--- config.mk ---
export PLATFORM = sky130hd
export DESIGN_NAME = sub32_serial
export DESIGN_NICKNAME = d
export VERILOG_FILES = /design/src/rtl/sub32_pkg.sv /design/src/rtl/sub_chunk.sv /design/src/rtl/sub32_serial.sv
export SDC_FILE = /design/constraint.sdc
export NUM_CORES = 1
export LEC_CHECK = 0
export ABC_AREA = 0
export ABC_CLOCK_PERIOD_IN_PS = 4800
export BUFFER_PORTS_ARGS = -buffer_cell sky130_fd_sc_hd__buf_4
export CORE_MARGIN = 3
export CORE_UTILIZATION = 55
export DETAILED_ROUTE_END_ITERATION = 7
export PLACE_DENSITY = 0.8
export SYNTH_ARGS = -nofsm -noshare
export SYNTH_HDL_FRONTEND = slang
export SYNTH_SLANG_ARGS = --single-unit
export TNS_END_PERCENT = 50
--- constraint.sdc ---
create_clock -name clk -period 4.8 [get_ports clk]
set_input_delay 0.48 -clock clk [delete_from_list [all_inputs] [get_ports clk]]
set_output_delay 0.48 -clock clk [all_outputs]
set_load 0.01 [all_outputs]
--- src/rtl/sub32_pkg.sv ---
// sub32_pkg: FSM states, default sizing and saturation constants shared by sub32_serial.
package sub32_pkg;
  localparam int SUB_WIDTH = 32;
  localparam int SUB_CHUNK = 8;
  localparam int N_CHUNKS = SUB_WIDTH / SUB_CHUNK;
  localparam int IDX_W = (N_CHUNKS > 1) ? $clog2(N_CHUNKS) : 1;
  localparam logic [SUB_WIDTH-1:0] SAT_MAX = {1'b0, {(SUB_WIDTH-1){1'b1}}};
  localparam logic [SUB_WIDTH-1:0] SAT_MIN = {1'b1, {(SUB_WIDTH-1){1'b0}}};
  typedef enum logic [1:0] {IDLE, RUN, DONE} state_t;
  function automatic int idx_bits(input int n);
    return (n > 1) ? $clog2(n) : 1;
  endfunction
endpackage

--- src/rtl/sub_chunk.sv ---
// sub_chunk: combinational W-bit subtract with borrow in/out.
module sub_chunk #(
  parameter int W = 8
) (
  input  logic [W-1:0] a,
  input  logic [W-1:0] b,
  input  logic         bi,
  output logic [W-1:0] d,
  output logic         bo
);
  assign {bo, d} = {1'b0, a} - {1'b0, b} - {{W{1'b0}}, bi};
endmodule

--- src/rtl/sub32_serial.sv ---
// sub32_serial: multi-cycle a - b - b_in, CHUNK bits per clock, valid/ready on both sides.
// Define SUB_SAT_EN to saturate diff on signed overflow.
module sub32_serial
  import sub32_pkg::*;
#(
  parameter int WIDTH = SUB_WIDTH,
  parameter int CHUNK = SUB_CHUNK
) (
  input  logic             clk,
  input  logic             rst_n,
  input  logic             in_valid,
  output logic             in_ready,
  input  logic [WIDTH-1:0] a,
  input  logic [WIDTH-1:0] b,
  input  logic             b_in,
  output logic             out_valid,
  input  logic             out_ready,
  output logic [WIDTH-1:0] diff,
  output logic             b_out,
  output logic             zero,
  output logic             ovf,
  output logic             busy
);
  localparam int N = WIDTH / CHUNK;
  localparam int IW = idx_bits(N);
  localparam logic [IW-1:0] LAST = IW'(N - 1);
`ifdef SUB_SAT_EN
  localparam logic [WIDTH-1:0] SAT_HI = {1'b0, {(WIDTH-1){1'b1}}};
  localparam logic [WIDTH-1:0] SAT_LO = {1'b1, {(WIDTH-1){1'b0}}};
`endif
  state_t state_q, state_d;
  logic [IW-1:0] idx_q, idx_d;
  logic [WIDTH-1:0] a_q, a_d, b_q, b_d, diff_q, diff_d;
  logic borrow_q, borrow_d, b_out_q, b_out_d, zero_q, zero_d, ovf_q, ovf_d;
  logic [CHUNK-1:0] ca, cb, cd;
  logic cbo;
  // one chunk slice is time-multiplexed across all N cycles by idx
  assign ca = a_q[idx_q*CHUNK +: CHUNK];
  assign cb = b_q[idx_q*CHUNK +: CHUNK];
  sub_chunk #(.W(CHUNK)) u_chunk (
    .a (ca),
    .b (cb),
    .bi(borrow_q),
    .d (cd),
    .bo(cbo)
  );
  always_comb begin
    state_d  = state_q;
    idx_d    = idx_q;
    a_d      = a_q;
    b_d      = b_q;
    diff_d   = diff_q;
    borrow_d = borrow_q;
    b_out_d  = b_out_q;
    zero_d   = zero_q;
    ovf_d    = ovf_q;
    case (state_q)
      IDLE: if (in_valid) begin
        a_d      = a;
        b_d      = b;
        borrow_d = b_in;
        idx_d    = '0;
        diff_d   = '0;
        state_d  = RUN;
      end
      RUN: begin
        diff_d[idx_q*CHUNK +: CHUNK] = cd;
        borrow_d = cbo;
        idx_d    = idx_q + IW'(1);
        if (idx_q == LAST) begin
          state_d = DONE;
          idx_d   = '0;
          b_out_d = cbo;
          ovf_d   = (a_q[WIDTH-1] != b_q[WIDTH-1]) && (cd[CHUNK-1] != a_q[WIDTH-1]);
`ifdef SUB_SAT_EN
          if (ovf_d) diff_d = a_q[WIDTH-1] ? SAT_LO : SAT_HI;
`endif
          zero_d  = (diff_d == '0);
        end
      end
      DONE: if (out_ready) state_d = IDLE;
      default: state_d = IDLE;
    endcase
  end
  always_ff @(posedge clk or negedge rst_n) begin
    if (!rst_n) begin
      state_q  <= IDLE;
      idx_q    <= '0;
      a_q      <= '0;
      b_q      <= '0;
      diff_q   <= '0;
      borrow_q <= 1'b0;
      b_out_q  <= 1'b0;
      zero_q   <= 1'b0;
      ovf_q    <= 1'b0;
    end else begin
      state_q  <= state_d;
      idx_q    <= idx_d;
      a_q      <= a_d;
      b_q      <= b_d;
      diff_q   <= diff_d;
      borrow_q <= borrow_d;
      b_out_q  <= b_out_d;
      zero_q   <= zero_d;
      ovf_q    <= ovf_d;
    end
  end
  assign in_ready  = (state_q == IDLE);
  assign busy      = (state_q == RUN);
  assign out_valid = (state_q == DONE);
  assign diff      = diff_q;
  assign b_out     = b_out_q;
  assign zero      = zero_q;
  assign ovf       = ovf_q;
endmodule
==> results of run 1 <==
## through the flow
stage                     area (um^2)  utilization  std cells  hold slack, ns  setup slack, ns
after CTS                        6275       0.7024        759          0.2695           0.8754
final                            6275       0.7024        759          0.2310           0.8654
after global routing             6275       0.7024        759          0.2904           0.5335
after global placement           6068       0.6793        743          0.4533            1.027
after floorplan                  5186            -        545          0.1844            1.004
after detailed placement         6068       0.6793        743          0.4554           0.9040
## cell usage in the layout, fill, tap and decap left out, types with 2 or more instances in the layout
| cell | netlist | final |
|---|---|---|
| or3_1 | 4 | 4 |
| nand2_2 | 1 | 2 |
| nor2b_1 | 2 | 2 |
| nand2b_1 | 5 | 5 |
| or2_2 | 2 | 2 |
| clkinvlp_4 | 0 | 2 |
| o21ai_0 | 9 | 9 |
| nand2_1 | 217 | 216 |
| o31ai_1 | 4 | 4 |
| mux4_1 | 3 | 3 |
| o21a_1 | 2 | 2 |
| buf_4 | 0 | 111 |
| inv_2 | 2 | 2 |
| clkbuf_8 | 0 | 10 |
| mux2i_1 | 2 | 2 |
| fa_1 | 2 | 2 |
| dfrtp_1 | 104 | 104 |
| nor2_1 | 11 | 11 |
| ha_1 | 18 | 18 |
| a211o_1 | 2 | 2 |
| a211oi_1 | 2 | 2 |
| xnor2_1 | 3 | 3 |
| mux4_2 | 12 | 12 |
| a21o_1 | 3 | 3 |
| nor3_1 | 7 | 7 |
| nor4_1 | 7 | 7 |
| o21ai_1 | 17 | 17 |
| and2_1 | 3 | 2 |
| a22o_1 | 16 | 16 |
| nand3_1 | 2 | 2 |
| a21oi_1 | 12 | 12 |
| inv_1 | 26 | 26 |
## registers in the layout, indices dropped and copies added (netlist names)
name	flops
diff	32
zero	1
idx_q	2
a_q	32
borrow_q	1
b_out	1
state_q	2
ovf	1
b_q	32
## worst max-delay path by stage
| stage | startpoint | to | slack [ns] | cells after the start |
|---|---|---|---|---|
| after floorplan | idx_q[0] | zero | 1.00 | 11 |
| after global placement | idx_q[0] | zero | 1.03 | 12 |
| after detailed placement | idx_q[0] | zero | 0.90 | 12 |
| after CTS | idx_q[0] | zero | 0.88 | 12 |
| after global routing | idx_q[0] | zero | 0.53 | 12 |
| final | idx_q[0] | zero | 0.87 | 12 |
## synth_stat cells, types with 2 or more instances
| master | count | area (um^2) |
|---|---|---|
| nand3_1 | 2 | 10.01 |
| a211o_1 | 2 | 17.52 |
| or2_2 | 2 | 12.51 |
| nor3_1 | 7 | 35.03 |
| fa_1 | 2 | 40.04 |
| mux2i_1 | 2 | 20.02 |
| clkbuf_1 | 14 | 52.55 |
| o31ai_1 | 4 | 30.03 |
| inv_1 | 26 | 97.59 |
| and2_1 | 3 | 18.77 |
| o21ai_0 | 9 | 45.04 |
| or3_1 | 4 | 25.02 |
| dfrtp_1 | 104 | 2603 |
| buf_1 | 3 | 11.26 |
| inv_2 | 2 | 7.510 |
| o21a_1 | 2 | 15.01 |
| a22o_1 | 16 | 140.1 |
| ha_1 | 18 | 225.2 |
| a21oi_1 | 12 | 60.06 |
| nand2b_1 | 5 | 31.28 |
| nor2_1 | 11 | 41.29 |
| buf_2 | 3 | 15.01 |
| mux4_1 | 3 | 78.83 |
| mux4_2 | 12 | 270.3 |
| nor4_1 | 7 | 43.79 |
| nand2_1 | 217 | 814.5 |
| o21ai_1 | 17 | 85.08 |
| a21o_1 | 3 | 22.52 |
| xnor2_1 | 3 | 26.28 |
| nor2b_1 | 2 | 12.51 |
| a211oi_1 | 2 | 15.01 |
## cell families (layout without fill, tap and decap cells)
family                     Yosys count  after routing
muxes                               19             19
DFF                                104            104
buffers and inverters               49            155
AOI/OAI and AO/OA                   80             80
adders and majority gates           20             20
xor gates and xnor gates             4              4
and+or+nand+nor                    269            269
## worst max-delay path, delay by kind of cell (launching register included)
kind | cells | cell delay, ns
compound gates | 5 | 1.00
fa+ha+maj | 2 | 0.49
buf+inv | 3 | 0.45
flops | 1 | 0.86
mux | 1 | 0.58
simple gates | 1 | 0.41
## area by class of cell
class / instances / area [um^2] / area share
Tap cell: 108 / 135.1 / 0.02154
Multi-Input combinational cell: 392 / 2392 / 0.3813
Timing Repair Buffer: 111 / 833.3 / 0.1328
Clock buffer: 11 / 141.4 / 0.02253
Inverter: 28 / 105.1 / 0.01675
Clock inverter: 5 / 65.06 / 0.01037
Sequential cell: 104 / 2603 / 0.4148
## per-layer routing
metal  track usage  routed length (um)
met1        0.3756                5827
met2        0.4001                5970
met3       0.03383                 704
met4       0.08167                 229
met5             0                   0
==> key figures, run 1 <==
Worst setup path
  – Worst setup EP type: flip-flop
  – Critical path type: flip-flop to flip-flop
  – Worst reg2reg path depth: 12
  – Worst-path fanout max: 17
  – Reg2Reg Capture Point: zero
  – Crit path cell chain: buf_4 -> mux4_1 -> inv_1 -> ha_1 -> inv_1 -> ha_1 -> o21a_1 -> o2111ai_1 -> o311ai_0 -> or2_2 -> o31ai_1 -> a311oi_1
  – Slowest stage delay, CP: 0.86 ns
  – R2r startpoint: idx_q[0]
  – R2r setup slk: 0.87 ns
  – Slowest stage cell on the critical path: dfrtp_1
  – Worst EP required: 5.04 ns
  – Startpoint Class: flip-flop
  – Arrival @ worst endpoint: 4.17 ns

Clocking
  – Cts repair resizes: 0
  – H-Tree Depth: 3
  – Max Buffers Root-to-Sink: 2
  – Root Driver: clkbuf_8
  – Clk_lat worst skew: 0.36 ns
  – TritonCTS Buffers: 9
  – Clock transition at path regs: 0.11 ns
  – Post-CTS setup buffers: 0
  – Clock Sinks: 104
  – Post-CTS Hold Buffers: 0
  – CTS tree: yes

Synthesis
  – Synthesized-area fraction occupied by and/or/nand/nor cells: 0.2164
  – Mux share of post-synthesis cell area: 0.07672
  – Xor/xnor share of the synthesized area: 0.006755
  – Yosys warnings: 0
  – Ys async rst share: 1.000
  – Largest family of logic cells by synthesized area: simple AND/OR/NAND/NOR gates
  – Sequential share of the synthesized area: 0.5018
  – Post-synth EDFFs: 0
  – Compound-cell area share of the yosys netlist: 0.1095
  – Syn_area_per_cell: 9.516 um^2
  – Distinct cells, synth: 57
  – Post-synth top flop: dfrtp_1
  – Syn Inst Count: 545
  – Mapped Area: 5186 um^2
  – Post-synthesis register bit count: 104
  – Syn Nets: 634
  – Adder-cell share of the synthesized area: 0.05115

Floorplanning
  – Die height: 103.1 um
  – Die ar.: 10,630 um^2
  – Core area: 8934 um^2
  – Chip width: 103.1 um
  – Top Ports: 107
  – Initial core utilization: 0.5805
  – # rows: 34

Route
  – Remaining DRCs: 0
  – Drt pass-1 iters: 4
  – Wirelength per Cell: 16.77 um
  – Detailed-route vias per instance: 5.643
  – Final antenna-violating net count: 0
  – WL final: 12,730 um
  – Vias post-DR: 4,283
  – Iter 0 DRT Violations: 181

Global routing
  – Largest net degree at the start of global routing: 75
  – Number of global-route vias before repair: 4,230
  – Initial antenna violation count: 0
  – GRT Total Usage: 0.2563
  – Congestion Overflow GR: 0
  – First-pass GRT wire length: 21,070 um

STA
  – Tightest Pin Transition: 1.173 ns
  – Fin crit period: 3.935 ns
  – Final period utilization: 0.8197
  – RSZ-0062 raised after global routing: false
  – Count of final hold-check violations: 0
  – Final Skew: 0.01332 ns
  – Final setup violation count: 0
  – Setup tns final: 0 ns
  – Max Slew Vio Count: 0
  – Max transition margin: 0.2150
  – FMAX: 0.2542 GHz

Placement
  – Port Buffer Count: 106
  – Final Wtd Congestion: 0.8973
  – Final HPWL DP: 9442 um

Finish
  – Area growth syn-to-layout: 20.99%
  – FILL cells: 698
  – Layout cells sized above 1: 0.2304
  – Nets@finish: 735
  – # diodes: 0

Flow run
  – Maxcap violations: 0

Outcome
  – Status: finished, final reports clean

Hold path
  – Worst hold path type: input pin to asynchronous set/reset pin
Power of run 1 is not shown: default switching activity piles up to over one toggle a cycle in this logic, so the estimate is an artifact.
==> inputs of run 2 (changes only) <==
- ABC_AREA: 0 -> 1
- ABC_CLOCK_PERIOD_IN_PS: 4800 -> 3410
- CORE_UTILIZATION: 55 -> 50
- PLACE_DENSITY: 0.8 -> 0.76
- clock period: 4.8 -> 3.41 ns (I/O delays scaled with it)
==> run 2 against run 1 <==
  * Critical path depth rose by 6
  * Sequential cell count did not move
  * Utilization fell by 6.7 points
  * Largest cell class unchanged
  * Highest routed layer unchanged
  * Setup slack got worse by 0.59 ns
  * Maximum frequency rose by 26%
  * Synthesized cell count rose by 34%
  * Global-route usage fell by 0.70 points
==> key figures, run 2 <==
Finish
  – Fin area: 6740 um^2
  – Area growth syn-to-layout: 20.57%
  – Nets@finish: 920
  – # diodes: 0
  – Most frequent cells in the layout: 292 x nand2_1, 120 x buf_4, 103 x dfrtp_1, 59 x inv_1, 56 x nor2_1
  – FILL cells: 951
  – Layout cells sized above 1: 0.2069
  – Most common cell after layout, fill and taps aside: nand2_1

Floorplanning
  – Chip width: 111.7 um
  – Top Ports: 107
  – # rows: 37
  – Die height: 111.7 um
  – Initial core utilization: 0.5273
  – Die ar.: 12,490 um^2
  – Core area: 10,600 um^2

Global routing
  – Largest net degree at the start of global routing: 72
  – Congestion Overflow GR: 0
  – Initial antenna violation count: 0
  – Number of global-route vias before repair: 4,958
  – Met1 Usage GRT: 0.3380
  – GRT Total Usage: 0.2493
  – First-pass GRT wire length: 25,120 um
  – GR peak layer: met2
  – Met2 global-route usage: 0.4093
  – Met3 usage: 0.02826

Placement
  – Port Buffer Count: 106
  – DP Area: 6526 um^2
  – Final HPWL DP: 11,330 um
  – Final Wtd Congestion: 0.9701

Route
  – Vias post-DR: 5,121
  – WL final: 15,320 um
  – Iter 0 DRT Violations: 302
  – Detailed-route vias per instance: 5.269
  – Wirelength per Cell: 15.76 um
  – Drt pass-1 iters: 5
  – Final antenna-violating net count: 0
  – Remaining DRCs: 0

STA
  – Max Slew Vio Count: 0
  – Final period utilization: 0.9181
  – Tightest Pin Transition: 0.8825 ns
  – Setup tns final: 0 ns
  – RSZ-0062 raised after global routing: false
  – Final Skew: 0.01165 ns
  – Count of final hold-check violations: 0
  – Final setup violation count: 0
  – FMAX: 0.3194 GHz
  – Max transition margin: 0.4117
  – Fin crit period: 3.131 ns

Worst setup path
  – Worst EP required: 3.73 ns
  – Worst-path fanout max: 24
  – Worst setup EP type: flip-flop
  – R2r startpoint: idx_q[0]
  – Startpoint Class: flip-flop
  – Critical path type: flip-flop to flip-flop
  – Arrival @ worst endpoint: 3.45 ns
  – Critical Path Start: idx_q[0]

Clocking
  – Max Buffers Root-to-Sink: 2
  – Root Driver: clkbuf_8
  – TritonCTS Buffers: 9
  – Clk_lat worst skew: 0.38 ns
  – CTS tree: yes
  – Clock Sinks: 104
  – Post-CTS Hold Buffers: 0
  – H-Tree Depth: 3
  – Clock transition at path regs: 0.10 ns

Synthesis
  – Sequential share of the synthesized area: 0.4655
  – Syn Inst Count: 731
  – Syn Nets: 820
  – Yosys warnings: 0
  – Leading area contributor after synthesis: dfrtp_1
  – Most area-consuming cells after synthesis: dfrtp_1 47%, nand2_1 20%, ha_1 4.0%
  – Syn_area_per_cell: 7.648 um^2
  – Mapped Area: 5590 um^2
  – Distinct cells, synth: 31
  – Ys async rst share: 1.000
  – Top post-synthesis cells by count: 292 x nand2_1, 104 x dfrtp_1, 59 x inv_1, 57 x nor2_1, 45 x o21ai_0
  – Most frequent cell after synthesis: nand2_1
  – Post-synthesis register bit count: 104
  – Yosys top cell area share: 0.4655
  – Post-synth top flop: dfrtp_1
  – Post-synth EDFFs: 0

Outcome
  – Status: finished, final reports clean

Flow run
  – Maxcap violations: 0

Hold path
  – Worst hold path type: input pin to asynchronous set/reset pin
run 2: through the flow:
stage / hold WS [ns] / instances / setup WS, ns / util
2_1_floorplan: 0.04541 / 731 / 0.09076 / -
3_3_place_gp: 0.4609 / 956 / 0.1885 / 0.6156
3_5_place_dp: 0.4614 / 956 / 0.1502 / 0.6156
4_1_cts: 0.09793 / 972 / 0.1372 / 0.6335
5_1_grt: 0.1111 / 972 / 0.005568 / 0.6358
6_report: 0.03326 / 972 / 0.2793 / 0.6358
run 2: final timing paths:
check / end / slack [ns] / depth (start not counted)
setup / recovery: zero / 0.28 / 18
hold / removal: diff[6] / 0.03 / 1
setup reg to reg: zero / 0.28 / 18
hold reg to reg: b_q[22] / 0.49 / 2
max in group asynchronous: idx_q[0] / 2.51 / 2
min in group clk: state_q[1] / 0.12 / 2
run 2: cells by family (layout without fill, tap and decap cells):
group                    count (synthesis)  in the layout  share of synthesized area
AND/OR/NAND/NOR                        404            404                     0.2990
multiplexers                             2              2                   0.004028
flip-flops                             104            104                     0.4655
XOR/XNOR                                 1              1                   0.001567
adder cells (fa/ha/maj)                 20             20                    0.04745
AO/OA/AOI/OAI                          102            102                     0.1126
buffers and inverters                   98            203                    0.06983
run 2: area by class of cell:
cell class              instances  area, um^2  share of cell area
multi-input cells             529        2603              0.3861
clock buffers                  11       151.4             0.02246
well taps                     136       170.2             0.02525
flip-flops and latches        104        2604              0.3863
inverters                      66       252.7             0.03750
clock inverters                 5       38.79            0.005755
repair buffers                121       920.9              0.1366
run 2: what timing repair did:
item                       4_1_cts  5_1_grt
setup endpoints to repair        0        1
gates resized for setup          0        9
setup buffers                    0        0
run 2: routing by layer:
metal	part of all wire	vias to the layer above
li1	-	2548
met1	0.44	2355
met2	0.48	186
met3	0.054	32
met4	0.029	0
met5	0	-
run 2: critical path: stages (launching register included):
cell and delay (ns):
dfrtp_2 0.44, buf_12 0.17, nand2_1 0.06, a32o_1 0.27, fa_2 0.39, fa_1 0.44, inv_1 0.10, nand2_1 0.05
nand4_1 0.11, nor2_1 0.07, nor2_1 0.14, nand3_1 0.09, nor2_1 0.18, nand2_1 0.08, nor2_1 0.09, nand4_1 0.10
nor2_1 0.13, nand4_1 0.09, nand2_1 0.08
Power of run 2 is left out for the same reason.
